$ cat src/rtl/imem_loader_if.sv
// Byte-stream input and instruction-memory write port of the program loader.
// master: the loader side (consumes bytes, drives memory writes).
// slave:  the stream source / memory side.
interface imem_loader_if;
  logic        in_valid;
  logic [7:0]  in_data;
  logic        in_ready;
  logic        mem_we;
  logic [31:0] mem_addr;
  logic [31:0] mem_wdata;

  modport master (
    input  in_valid, in_data,
    output in_ready, mem_we, mem_addr, mem_wdata
  );

  modport slave (
    output in_valid, in_data,
    input  in_ready, mem_we, mem_addr, mem_wdata
  );
endinterface

$ cat src/rtl/imem_loader.sv
// Length-prefixed byte-stream program loader. Packs bytes into 32-bit words
// and writes them to consecutive word addresses of the instruction memory,
// holding the CPU while a load is in progress.
module imem_loader #(
  parameter int unsigned DEPTH_WORDS = 2048,
  parameter logic [31:0] BASE_ADDR   = 32'h0000_0000,
  parameter bit          BIG_ENDIAN  = 1'b1
) (
  input  logic          clk,
  input  logic          reset,
  input  logic          start,
  imem_loader_if.master bus,
  output logic          cpu_hold,
  output logic          busy,
  output logic          done,
  output logic          err
);

  typedef enum logic [2:0] {S_IDLE, S_HDR, S_DATA, S_DONE, S_ERR} state_t;

  state_t      state, state_nx;
  logic [1:0]  byte_cnt;
  logic [31:0] word_cnt;
  logic [31:0] n_words;
  logic [31:0] pack;
  logic [31:0] pack_nx;
  logic        accept;
  logic        fire;
  logic        last_byte;
  logic        can_start;

  // in_ready is a pure function of state so the handshake has no comb path
  // back through in_valid.
  assign accept    = (state == S_HDR) || (state == S_DATA);
  assign fire      = bus.in_valid & accept;
  assign last_byte = fire && (byte_cnt == 2'd3);
  assign can_start = start && ((state == S_IDLE) || (state == S_DONE) || (state == S_ERR));
  assign pack_nx   = BIG_ENDIAN ? {pack[23:0], bus.in_data} : {bus.in_data, pack[31:8]};
  assign bus.in_ready = accept;
  assign busy         = accept;

  // State register.
  always_ff @(posedge clk) begin
    if (reset) state <= S_IDLE;
    else       state <= state_nx;
  end

  // Next-state and status outputs. The final word's write and the move to
  // DONE happen on the same edge, so done rises with the last mem_we.
  always_comb begin
    state_nx = state;
    cpu_hold = 1'b0;
    done     = 1'b0;
    err      = 1'b0;
    unique case (state)
      S_IDLE: if (start) state_nx = S_HDR;
      S_HDR: begin
        cpu_hold = 1'b1;
        if (last_byte) begin
          if (pack_nx == 32'd0)                     state_nx = S_DONE;
          else if (pack_nx > 32'(DEPTH_WORDS))      state_nx = S_ERR;
          else                                      state_nx = S_DATA;
        end
      end
      S_DATA: begin
        cpu_hold = 1'b1;
        if (last_byte && (word_cnt == n_words - 32'd1)) state_nx = S_DONE;
      end
      S_DONE: begin
        done = 1'b1;
        if (start) state_nx = S_HDR;
      end
      S_ERR: begin
        err      = 1'b1;
        cpu_hold = 1'b1;
        if (start) state_nx = S_HDR;
      end
      default: state_nx = S_IDLE;
    endcase
  end

  // Byte packing, header latch and one-cycle write strobe. Reset drops any
  // partially packed word without writing it.
  always_ff @(posedge clk) begin
    if (reset) begin
      byte_cnt      <= 2'd0;
      word_cnt      <= 32'd0;
      n_words       <= 32'd0;
      pack          <= 32'd0;
      bus.mem_we    <= 1'b0;
      bus.mem_addr  <= BASE_ADDR;
      bus.mem_wdata <= 32'd0;
    end else begin
      bus.mem_we <= 1'b0;
      if (can_start) begin
        byte_cnt <= 2'd0;
        word_cnt <= 32'd0;
        pack     <= 32'd0;
      end else if (fire) begin
        pack     <= pack_nx;
        byte_cnt <= byte_cnt + 2'd1;
        if (byte_cnt == 2'd3) begin
          if (state == S_HDR) begin
            n_words <= pack_nx;
          end else begin
            bus.mem_we    <= 1'b1;
            bus.mem_wdata <= pack_nx;
            bus.mem_addr  <= BASE_ADDR + {word_cnt[29:0], 2'b00};
            word_cnt      <= word_cnt + 32'd1;
          end
        end
      end
    end
  end

endmodule

$ cat src/flat_wrapper.sv
// flat-port wrapper written by rule: the top's interface ports become plain ports
module imem_loader_flat 
#(
  parameter int unsigned DEPTH_WORDS = 2048,
  parameter logic [31:0] BASE_ADDR   = 32'h0000_0000,
  parameter bit          BIG_ENDIAN  = 1'b1
)
  (clk, reset, start, cpu_hold, busy, done, err, bus_in_valid, bus_in_data, bus_in_ready, bus_mem_we, bus_mem_addr, bus_mem_wdata);
  imem_loader_if bus_i ();
  input  logic clk;
  input  logic reset;
  input  logic start;
  output logic cpu_hold;
  output logic busy;
  output logic done;
  output logic err;
  input wire logic [$bits(bus_i.in_valid)-1:0] bus_in_valid;
  input wire logic [$bits(bus_i.in_data)-1:0] bus_in_data;
  output wire logic [$bits(bus_i.in_ready)-1:0] bus_in_ready;
  output wire logic [$bits(bus_i.mem_we)-1:0] bus_mem_we;
  output wire logic [$bits(bus_i.mem_addr)-1:0] bus_mem_addr;
  output wire logic [$bits(bus_i.mem_wdata)-1:0] bus_mem_wdata;
  assign bus_i.in_valid = bus_in_valid;
  assign bus_i.in_data = bus_in_data;
  assign bus_in_ready = bus_i.in_ready;
  assign bus_mem_we = bus_i.mem_we;
  assign bus_mem_addr = bus_i.mem_addr;
  assign bus_mem_wdata = bus_i.mem_wdata;
  imem_loader #(.DEPTH_WORDS(DEPTH_WORDS), .BASE_ADDR(BASE_ADDR), .BIG_ENDIAN(BIG_ENDIAN)) u_core (.clk(clk), .reset(reset), .start(start), .bus(bus_i), .cpu_hold(cpu_hold), .busy(busy), .done(done), .err(err));
endmodule
$ cat config.mk
export PLATFORM = sky130hd
export DESIGN_NAME = imem_loader_flat
export DESIGN_NICKNAME = d
export VERILOG_FILES = /design/src/rtl/imem_loader_if.sv /design/src/rtl/imem_loader.sv /design/src/flat_wrapper.sv
export SDC_FILE = /design/constraint.sdc
export NUM_CORES = 1
export LEC_CHECK = 0
export CORE_MARGIN = 5
export CORE_UTILIZATION = 44
export CTS_CLUSTER_DIAMETER = 150
export DETAILED_ROUTE_END_ITERATION = 6
export PLACE_DENSITY = 0.71
export SLEW_MARGIN = 20
export SYNTH_ARGS = -nofsm -noshare
export SYNTH_HDL_FRONTEND = slang
export SYNTH_SLANG_ARGS = --single-unit
$ cat constraint.sdc
create_clock -name clk -period 3.7 [get_ports clk]
set_clock_uncertainty 0.2 [all_clocks]
set_input_delay 0.555 -clock clk [delete_from_list [all_inputs] [get_ports clk]]
set_output_delay 0.555 -clock clk [all_outputs]
set_load 0.005 [all_outputs]
==> summary.md, run 1 <==
| Metric | Value |
|---|---|
| Outcome | `finished clean` |
| Ratio of cells with drive above 1 in the final layout | `0.0732` |
| Max Freq | `310 MHz` |
| Clk sinks | `156` |
| First-pass GRT wire length | `29200 um` |
| Total negative slack | `0 ps` |
| Slew at the pin closest to its max-slew limit | `848 ps` |
| Number of global-route vias before repair | `5769` |
| Clk_lat worst skew | `430 ps` |
| Worst min-delay path class | `flip-flop to flip-flop` |
| Switching Fraction | `0.255` |
| Net Sw Power | `994 uW` |
| Hold_buf cts | `0` |
| CTS tree | `done` |
| Clock share of power | `0.443` |
| Number of detailed-route iterations in the first pass | `4` |
| Register area share after synthesis | `0.434` |
| Inserted Diodes | `0` |
| Yosys Warn Count | `0` |
| Final GP Congestion | `0.888` |
| Final Setup Violations | `0` |
| Fin crit share | `0.872` |
| Die footprint | `19000 um^2` |
| Fin. max-slew vios | `0` |
| Port bufs | `79` |
| Max FO, Critical Path | `14` |
| Final Power | `3.91 mW` |
| Largest net degree at the start of global routing | `66` |
| Cell family with most CP delay | `compound AO/OA/AOI/OAI gates` |
| Synth area leader | `dfxtp_1` |
| Mean post-synth cell area | `7.88 um^2` |
| WL/cell | `14.8 um` |
| Placed cells | `1155` |
| Setup WS post-layout | `475 ps` |
| CP endpoint kind | `output port` |
| Slowest stage cell on the critical path | `a21oi_2` |
| Synth-to-layout area growth | `20.2%` |
| Seq cells post-synth | `156` |
| Final Hold Vio Count | `0` |
| Buffers & Inverters on Critical Path | `1` |
| Final Net Count | `973` |
| IO Pins | `82` |
| CTS Buf Count | `17` |
| Post-layout minimum cycle time | `3230 ps` |
| Initial antenna violation count | `0` |
| PostCTS Resize Cnt | `0` |
| Setup Buffers After CTS | `0` |
| RSZ-0062 raised after global routing | `false` |
| DIE WIDTH | `138 um` |
| Row cnt | `46` |
| Cells along the critical path | `nand2_1, a21oi_2, or2_2, clkdlybuf4s50_1` |
| Syn Inst Count | `913` |
| Root Driver | `clkbuf_16` |
| Max-slew headroom | `0.433` |
| Htree depth | `4` |
| Congestion Overflow GR | `0` |
| Power per Cell Area | `452 nW/um^2` |
| GRT Total Usage | `0.191` |
| Maximum VDD drop | `0.396 mV` |
| Antenna Nets Post-Route | `0` |
| DRC viols | `0` |
| Seq pwr share | `0.447` |
| Leak pwr | `2.96 nW` |
| Worst Path Required | `2940 ps` |
| Post-detail-place hpwl | `12100 um` |
| Yosys cell types | `71` |
| Starting Density | `0.451` |
| Critical path data arrival time | `2470 ps` |
| Core ar. | `15900 um^2` |
| Combinational Power Share | `0.110` |
| Starting DRT DRC Count | `420` |
| Vias | `6248` |
| Die Y | `138 um` |
| Worst-path clk slew | `60 ps` |
| Critical path class | `flip-flop to output port` |
| Sequential Area | `3120 um^2` |
| Mapped Area | `7190 um^2` |
| Count leader, synth | `nand2_1` |
| Fill cells | `1537` |
| Final wirelength | `17500 um` |
| Max cap viols | `0` |
| Synth async-reset ratio | `0` |
| Top FF cell, synth | `dfxtp_1` |
| Int Power | `2.91 mW` |
| Clk buf depth | `2` |
| Multi-input gate area | `3770 um^2` |
| Pre-CTS WS | `540 ps` |
| Synth cell count leaders | `246 x nand2_1, 156 x dfxtp_1, 128 x a21oi_1` |
| CP Launch Type | `flip-flop` |
| Crit-path max cell delay | `610 ps` |
| EDFF count, synth | `0` |
| Synth top area share | `0.434` |
| Fin cells | `1186` |
| Vias per cell | `5.27` |
| Top cells by area, synth | `dfxtp_1 43%, nand2_1 13%, a21oi_1 8.9%` |
[cell type report]
type | count | area share
clock buffers | 20 | 0.0505
multi-input cells | 687 | 0.436
repair buffers | 90 | 0.102
well taps | 216 | 0.0313
clock inverters | 11 | 0.0168
flip-flops and latches | 156 | 0.361
inverters | 6 | 0.00260
[power groups by stage]
stage | Combinational, mW | Clock [mW] | Sequential, mW
after floorplan | 0.300 | 0 | 1.76
after global placement | 0.430 | 0 | 1.78
after detailed placement | 0.428 | 0 | 1.78
after CTS | 0.429 | 1.76 | 1.74
after global routing | 0.476 | 1.84 | 1.75
final | 0.430 | 1.73 | 1.75
[layout by cell type (no fill, tap or decap), types with 3 or more instances in the layout]
cell | synthesis | layout
nand2_1 | 246 | 246
dfxtp_1 | 156 | 156
a21oi_1 | 128 | 127
clkdlybuf4s50_1 | 0 | 78
nor2_1 | 43 | 43
nand3_1 | 43 | 42
xnor2_1 | 39 | 39
xor2_1 | 32 | 32
clkbuf_16 | 0 | 17
nor3_1 | 16 | 15
nor4_1 | 15 | 15
o21ai_0 | 13 | 13
nand4_1 | 12 | 12
buf_4 | 5 | 10
and3_1 | 8 | 8
or3_1 | 8 | 7
inv_1 | 6 | 6
nor3b_1 | 5 | 5
mux2i_1 | 5 | 5
nor2b_1 | 4 | 4
nand2b_1 | 4 | 4
nor3_2 | 2 | 3
or3_2 | 2 | 3
o211a_1 | 3 | 3
a31oi_1 | 3 | 3
a41oi_1 | 3 | 3
and4_1 | 3 | 3
ha_1 | 3 | 3
clkinv_2 | 0 | 3
clkbuf_1 | 47 | 3
bufinv_16 | 0 | 3
clkinvlp_4 | 0 | 3
[routing by layer]
metal	up-vias	wire length [um]	track usage
li1	3186	-	-
met1	2899	8700	0.268
met2	144	7800	0.292
met3	19	753	0.0457
met4	0	277	0.0587
met5	-	0	0
[cells by family after synthesis]
kind of cell / after synthesis / synth area share
compound gates: 169 / 0.131
xor+xnor: 71 / 0.0864
fa+ha+maj: 3 / 0.00522
buf+inv: 71 / 0.0454
flops: 156 / 0.434
mux: 6 / 0.00852
other cells: 1 / 0.000521
simple gates: 436 / 0.289
[worst paths after layout]
kind	from	end	slack, ps	cells after the start
min reg2reg	u_core.bus.mem_addr[26]	u_core.bus.mem_addr[26]	250	2
max	u_core.state[0]	cpu_hold	470	4
min	u_core.bus.mem_addr[26]	u_core.bus.mem_addr[26]	250	2
max reg2reg	u_core.n_words[3]	u_core.state[0]	650	8
[flip-flops by register name, indices dropped and copies added, names as in the netlist]
name,flops
u_core.byte_cnt,2
u_core.word_cnt,32
u_core.pack,24
u_core.bus.mem_wdata,32
u_core.bus.mem_we,1
u_core.bus.mem_addr,30
u_core.state,3
u_core.n_words,32
[worst min-delay path, stage by stage, from the launching register on]
cell and delay [ps]:
dfxtp_1 310, nand2_1 50, a21oi_1 50
[metrics by stage]
step | cell area (um^2) | util | hold WS, ps
after global placement | 8060 | 0.506 | 241
after global routing | 8650 | 0.542 | 273
final | 8650 | 0.542 | 252
after floorplan | 7200 | - | 240
after detailed placement | 8060 | 0.506 | 247
after CTS | 8650 | 0.542 | 255
Power figures use the tool's default switching activity.
==> run 2, diff against run 1 <==
GPL_TIMING_DRIVEN = 0   (was not set)
==> run 2 against run 1 <==
  * Global-route usage is 1.7 points higher
  * Highest routed layer unchanged
  * Combinational power increased by 12%
  * Via count grew 4.7%
  * Core utilization is 1.0 points higher
==> summary.md, run 2 (synthesis results as in run 1) <==
| Metric | Value |
|---|---|
| Outcome | `finished clean (unchanged)` |
| CTS Buf Count | `17 (unchanged)` |
| Antenna Nets Post-Route | `0 (unchanged)` |
| Post-detail-place hpwl | `13800 um (was 12100 um)` |
| RSZ-0062 raised after global routing | `false (unchanged)` |
| Commonest non-fill, non-tap cell in the layout | `nand2_1 (unchanged)` |
| DIE WIDTH | `138 um (unchanged)` |
| Clk buf depth | `2 (unchanged)` |
| Maximum VDD drop | `0.350 mV (was 0.396 mV)` |
| Root Driver | `clkbuf_16 (unchanged)` |
| Slowest stage cell on the critical path | `clkdlybuf4s50_1 (was a21oi_2)` |
| Final Setup Violations | `0 (unchanged)` |
| Number of detailed-route iterations in the first pass | `5 (was 4)` |
| Max FO, Critical Path | `11 (was 14)` |
| Worst min-delay path class | `flip-flop to flip-flop (unchanged)` |
| Starting Density | `0.451 (unchanged)` |
| WL/cell | `15.2 um (was 14.8 um)` |
| Final Power | `3.87 mW (was 3.91 mW)` |
| Core ar. | `15900 um^2 (unchanged)` |
| Ratio of cells with drive above 1 in the final layout | `0.0684 (was 0.0732)` |
| Cells along the critical path | `clkbuf_1, nand2_1, a21oi_4, clkbuf_1, buf_4, clkdlybuf4s50_1 (was nand2_1, a21oi_2, or2_2, clkdlybuf4s50_1)` |
| Port bufs | `77 (was 79)` |
| GRT Total Usage | `0.208 (was 0.191)` |
| Worst Path Required | `2940 ps (about the same)` |
| Die footprint | `19000 um^2 (unchanged)` |
| Slew at the pin closest to its max-slew limit | `870 ps (was 848 ps)` |
| Power per Cell Area | `440 nW/um^2 (was 452 nW/um^2)` |
| Max-slew headroom | `0.418 (was 0.433)` |
| Worst-path clk slew | `60 ps (about the same)` |
| Hold_buf cts | `0 (unchanged)` |
| Final instance area | `8810 um^2 (was 8650 um^2)` |
| CP endpoint kind | `output port (unchanged)` |
| DRC viols | `0 (unchanged)` |
| Fin crit share | `0.940 (was 0.872)` |
| Final core occ | `0.552 (was 0.542)` |
| Inserted Diodes | `0 (unchanged)` |
| Critical path data arrival time | `2720 ps (was 2470 ps)` |
| Die Y | `138 um (unchanged)` |
| Starting DRT DRC Count | `484 (was 420)` |
| Largest net degree at the start of global routing | `17 (was 66)` |
| Total negative slack | `0 ps (unchanged)` |
| CTS tree | `done (unchanged)` |
| Final Hold Vio Count | `0 (unchanged)` |
| Multi-input gate area | `3760 um^2 (was 3770 um^2)` |
| Final Net Count | `1025 (was 973)` |
| Congestion Overflow GR | `0 (unchanged)` |
| Number of global-route vias before repair | `6105 (was 5769)` |
| Htree depth | `4 (unchanged)` |
| Cell family with most CP delay | `buffers and inverters (was compound AO/OA/AOI/OAI gates)` |
| Regs by FF count | `u_core.bus.mem_wdata (32), u_core.n_words (32), u_core.word_cnt (32) (unchanged)` |
| Area after DPL | `8240 um^2 (was 8060 um^2)` |
| Fin. max-slew vios | `0 (unchanged)` |
| Most used cell along the critical path | `clkbuf_1` |
| Post-layout minimum cycle time | `3480 ps (was 3230 ps)` |
| Sequential Area | `3120 um^2 (unchanged)` |
| Clk_lat worst skew | `430 ps (about the same)` |
| CP Launch Type | `flip-flop (unchanged)` |
| Initial antenna violation count | `0 (unchanged)` |
| Vias per cell | `5.28 (was 5.27)` |
| IO Pins | `82 (unchanged)` |
| Critical path class | `flip-flop to output port (unchanged)` |
| Synth-to-layout area growth | `22.4% (was 20.2%)` |
| Buffers & Inverters on Critical Path | `4 (was 1)` |
| Clk sinks | `156 (unchanged)` |
| Max Freq | `287 MHz (was 310 MHz)` |
| Row cnt | `46 (unchanged)` |
| Max cap viols | `0 (unchanged)` |
| Crit-path max cell delay | `490 ps (was 610 ps)` |
| Final wirelength | `18800 um (was 17500 um)` |
| PostCTS Resize Cnt | `1 (was 0)` |
| Commonest non-fill, non-tap cells in the layout | `246 x nand2_1, 156 x dfxtp_1, 127 x a21oi_1 (unchanged)` |
| Vias | `6544 (was 6248)` |
| Setup Buffers After CTS | `0 (unchanged)` |
| First-pass GRT wire length | `31000 um (was 29200 um)` |
| Fill cells | `1549 (was 1537)` |
| Final GP Congestion | `0.914 (was 0.888)` |
| Leak pwr | `3.01 nW (was 2.96 nW)` |
run 2: cell count changes in the layout (fill, tap and decap cells not counted), moves of 2 or more:
cell and delta:
clkbuf_8 +3, buf_6 +3, clkbuf_1 +48, buf_4 -5, buf_1 +4, buf_2 +2
bufinv_16 -2
run 2: final cells by class:
cell class	instances	area share
Inverter	6	0.00256
Tap cell	216	0.0307
Multi-Input combinational cell	687	0.427
Clock buffer	23	0.0531
Clock inverter	9	0.00995
Buffer	65	0.0345
Timing Repair Buffer	77	0.0875
Sequential cell	156	0.355
run 2: through the flow:
stage          hold slack [ps]  setup WS (ps)  instances
3_5_place_dp               246            253       1207
6_report                   252            221       1239
3_3_place_gp               242            278       1207
5_1_grt                    268           20.6       1239
2_1_floorplan              240           1030        914
4_1_cts                    254           64.8       1239
run 2: routing by layer:
| metal | routed length, um | vias to the layer above | global-route usage | part of all wire |
|---|---|---|---|---|
| met3 | 1190 | 23 | 0.0530 | 0.063 |
| met1 | 8680 | 3028 | 0.275 | 0.46 |
| met5 | 0 | - | 0 | 0 |
| met2 | 8640 | 194 | 0.332 | 0.46 |
| met4 | 275 | 0 | 0.0686 | 0.015 |
| li1 | - | 3299 | - | - |
run 2: worst paths after layout:
check	startpoint	to	slack, ps	depth (start not counted)
hold reg to reg	u_core.bus.mem_addr[13]	u_core.bus.mem_addr[13]	250	2
hold / removal	u_core.bus.mem_addr[13]	u_core.bus.mem_addr[13]	250	2
setup reg to reg	u_core.n_words[3]	u_core.state[1]	660	10
setup / recovery	u_core.state[0]	busy	220	6
run 2: report_power, final:
part | internal (mW) | switching, mW
clock network | 0.962 | 0.694
logic | 0.171 | 0.311
registers | 1.70 | 0.0333
total | 2.84 | 1.04
run 2: worst register-to-register path: cells and delay by family, from the launching register on:
family          cells  cell delay [ps]
xor+xnor            1              140
buf+inv             2              280
flops               1              310
compound gates      2              240
simple gates        4             1510
mux                 1              240
==> run 3, diff against run 2 <==
CORE_MARGIN = 2   (was 5)
RECOVER_POWER = 50   (was not set)
==> run 3 against run 2 <==
  * Sequential cell count unchanged
  * Non-clock buffer count did not move
  * Largest power group unchanged
  * Clock-buffer cell count decreased by 3
  * Critical path type unchanged
==> summary.md, run 3 (synthesis results as in run 1) <==
| Metric | Value |
|---|---|
| Max cap viols | `0 (unchanged)` |
| Die footprint | `17400 um^2 (was 19000 um^2)` |
| Commonest non-fill, non-tap cells in the layout | `246 x nand2_1, 156 x dfxtp_1, 127 x a21oi_1 (unchanged)` |
| Synth-to-layout area growth | `22.7% (was 22.4%)` |
| Antenna Nets Post-Route | `0 (unchanged)` |
| CP endpoint kind | `output port (unchanged)` |
| Final Net Count | `1025 (unchanged)` |
| Final Setup Violations | `0 (unchanged)` |
| Setup Buffers After CTS | `0 (unchanged)` |
| Port bufs | `77 (unchanged)` |
| Congestion Overflow GR | `0 (unchanged)` |
| Fin Hold WS | `249 ps (was 252 ps)` |
| Post-layout minimum cycle time | `3500 ps (was 3480 ps)` |
| IO Pins | `82 (unchanged)` |
| Largest net degree at the start of global routing | `17 (unchanged)` |
| Final Power | `3.94 mW (was 3.87 mW)` |
| Cells along the critical path | `clkbuf_1, nand2_1, a21oi_4, clkbuf_1, buf_4, clkdlybuf4s50_1 (unchanged)` |
| Critical path class | `flip-flop to output port (unchanged)` |
| Worst min-delay path class | `flip-flop to flip-flop (unchanged)` |
| Number of detailed-route iterations in the first pass | `5 (unchanged)` |
| Worst-path clk slew | `60 ps (about the same)` |
| CP Launch Type | `flip-flop (unchanged)` |
| Row cnt | `46 (unchanged)` |
| Starting Density | `0.451 (unchanged)` |
| Post-detail-place hpwl | `13400 um (was 13800 um)` |
| Fin cells | `1239 (unchanged)` |
| Crit-path max cell delay | `490 ps (about the same)` |
| Fill cells | `1551 (was 1549)` |
| Clk sinks | `156 (unchanged)` |
| Htree depth | `4 (unchanged)` |
| Slew at the pin closest to its max-slew limit | `940 ps (was 870 ps)` |
| Max Freq | `286 MHz (was 287 MHz)` |
| DRC viols | `0 (unchanged)` |
| Starting DRT DRC Count | `407 (was 484)` |
| Initial antenna violation count | `0 (unchanged)` |
| Final GP Congestion | `0.900 (was 0.914)` |
| First-pass GRT wire length | `30700 um (was 31000 um)` |
| Area after DPL | `8240 um^2 (unchanged)` |
| Commonest non-fill, non-tap cell in the layout | `nand2_1 (unchanged)` |
| Root Driver | `clkbuf_16 (unchanged)` |
| Max-slew headroom | `0.371 (was 0.418)` |
| Total negative slack | `0 ps (unchanged)` |
| Die Y | `132 um (was 138 um)` |
| Final core occ | `0.554 (was 0.552)` |
| Placed cells | `1207 (unchanged)` |
| Fin. max-slew vios | `0 (unchanged)` |
| Number of global-route vias before repair | `6027 (was 6105)` |
| GRT Total Usage | `0.218 (was 0.208)` |
| Inserted Diodes | `0 (unchanged)` |
| Max FO, Critical Path | `11 (unchanged)` |
| Outcome | `finished clean (unchanged)` |
| Final Hold Vio Count | `0 (unchanged)` |
| DIE WIDTH | `132 um (was 138 um)` |
| Maximum VDD drop | `0.343 mV (was 0.350 mV)` |
| CTS tree | `done (unchanged)` |
| RSZ-0062 raised after global routing | `false (unchanged)` |
| Pre-CTS WS | `330 ps (was 253 ps)` |
| Power per Cell Area | `447 nW/um^2 (was 440 nW/um^2)` |
| Final wirelength | `18400 um (was 18800 um)` |
| Setup WS post-layout | `204 ps (was 221 ps)` |
| Leak pwr | `3.25 nW (was 3.01 nW)` |
| Ratio of cells with drive above 1 in the final layout | `0.0694 (was 0.0684)` |
| Critical path data arrival time | `2740 ps (was 2720 ps)` |
| Worst Path Required | `2940 ps (about the same)` |
| Clk_lat worst skew | `440 ps (was 430 ps)` |
| Clk buf depth | `2 (unchanged)` |
| Hold_buf cts | `0 (unchanged)` |
| Slowest stage cell on the critical path | `clkdlybuf4s50_1 (unchanged)` |
| CTS Buf Count | `17 (unchanged)` |
| Most used cell along the critical path | `clkbuf_1 (unchanged)` |
| WL/cell | `14.9 um (was 15.2 um)` |
| Final instance area | `8830 um^2 (was 8810 um^2)` |
| Vias | `6535 (was 6544)` |
| Fin crit share | `0.945 (was 0.940)` |
| Vias per cell | `5.27 (was 5.28)` |
| Core ar. | `15900 um^2 (unchanged)` |
| Regs by FF count | `u_core.bus.mem_wdata (32), u_core.n_words (32), u_core.word_cnt (32) (unchanged)` |
run 3: final cells by class:
cell class	count	area, um^2	area share
inverters	6	22.5	0.00255
repair buffers	77	771	0.0873
flip-flops and latches	156	3120	0.354
multi-input cells	687	3760	0.425
clock buffers	20	447	0.0506
well taps	216	270	0.0306
plain buffers	65	304	0.0344
clock inverters	12	136	0.0154
run 3: critical path: cells and delay by family (launching register included):
family	cells	cell delay [ps]
and+or+nand+nor	1	210
AOI/OAI and AO/OA	1	360
buffers and inverters	4	1380
DFF	1	360
run 3: layer usage:
metal  up-vias  track usage  share of wire
met4         0       0.0924          0.029
met5         -            0              0
li1       3296            -              -
met2       193        0.339           0.44
met3        37       0.0484          0.055
met1      3009        0.293           0.47
run 3: final timing paths:
| path | from | endpoint | slack [ps] | depth (start not counted) |
|---|---|---|---|---|
| worst min register to register | u_core.bus.mem_addr[16] | u_core.bus.mem_addr[16] | 250 | 2 |
| worst min-delay path | u_core.bus.mem_addr[16] | u_core.bus.mem_addr[16] | 250 | 2 |
| worst max register to register | u_core.state[1] | u_core.word_cnt[30] | 670 | 8 |
| worst max-delay path | u_core.state[0] | busy | 200 | 6 |
run 3: report_power, final:
group	leakage (nW)	total [mW]	internal [mW]	switching, mW
sequential	1.26	1.74	1.70	0.0349
combinational	1.72	0.481	0.170	0.310
clock	0.277	1.73	1.02	0.711
total	3.25	3.94	2.89	1.06
run 3: what timing repair did:
item                                    4_1_cts  5_1_grt
resized for setup                             1        1
endpoints found under the setup margin        2        2
pin swaps                                     0        0
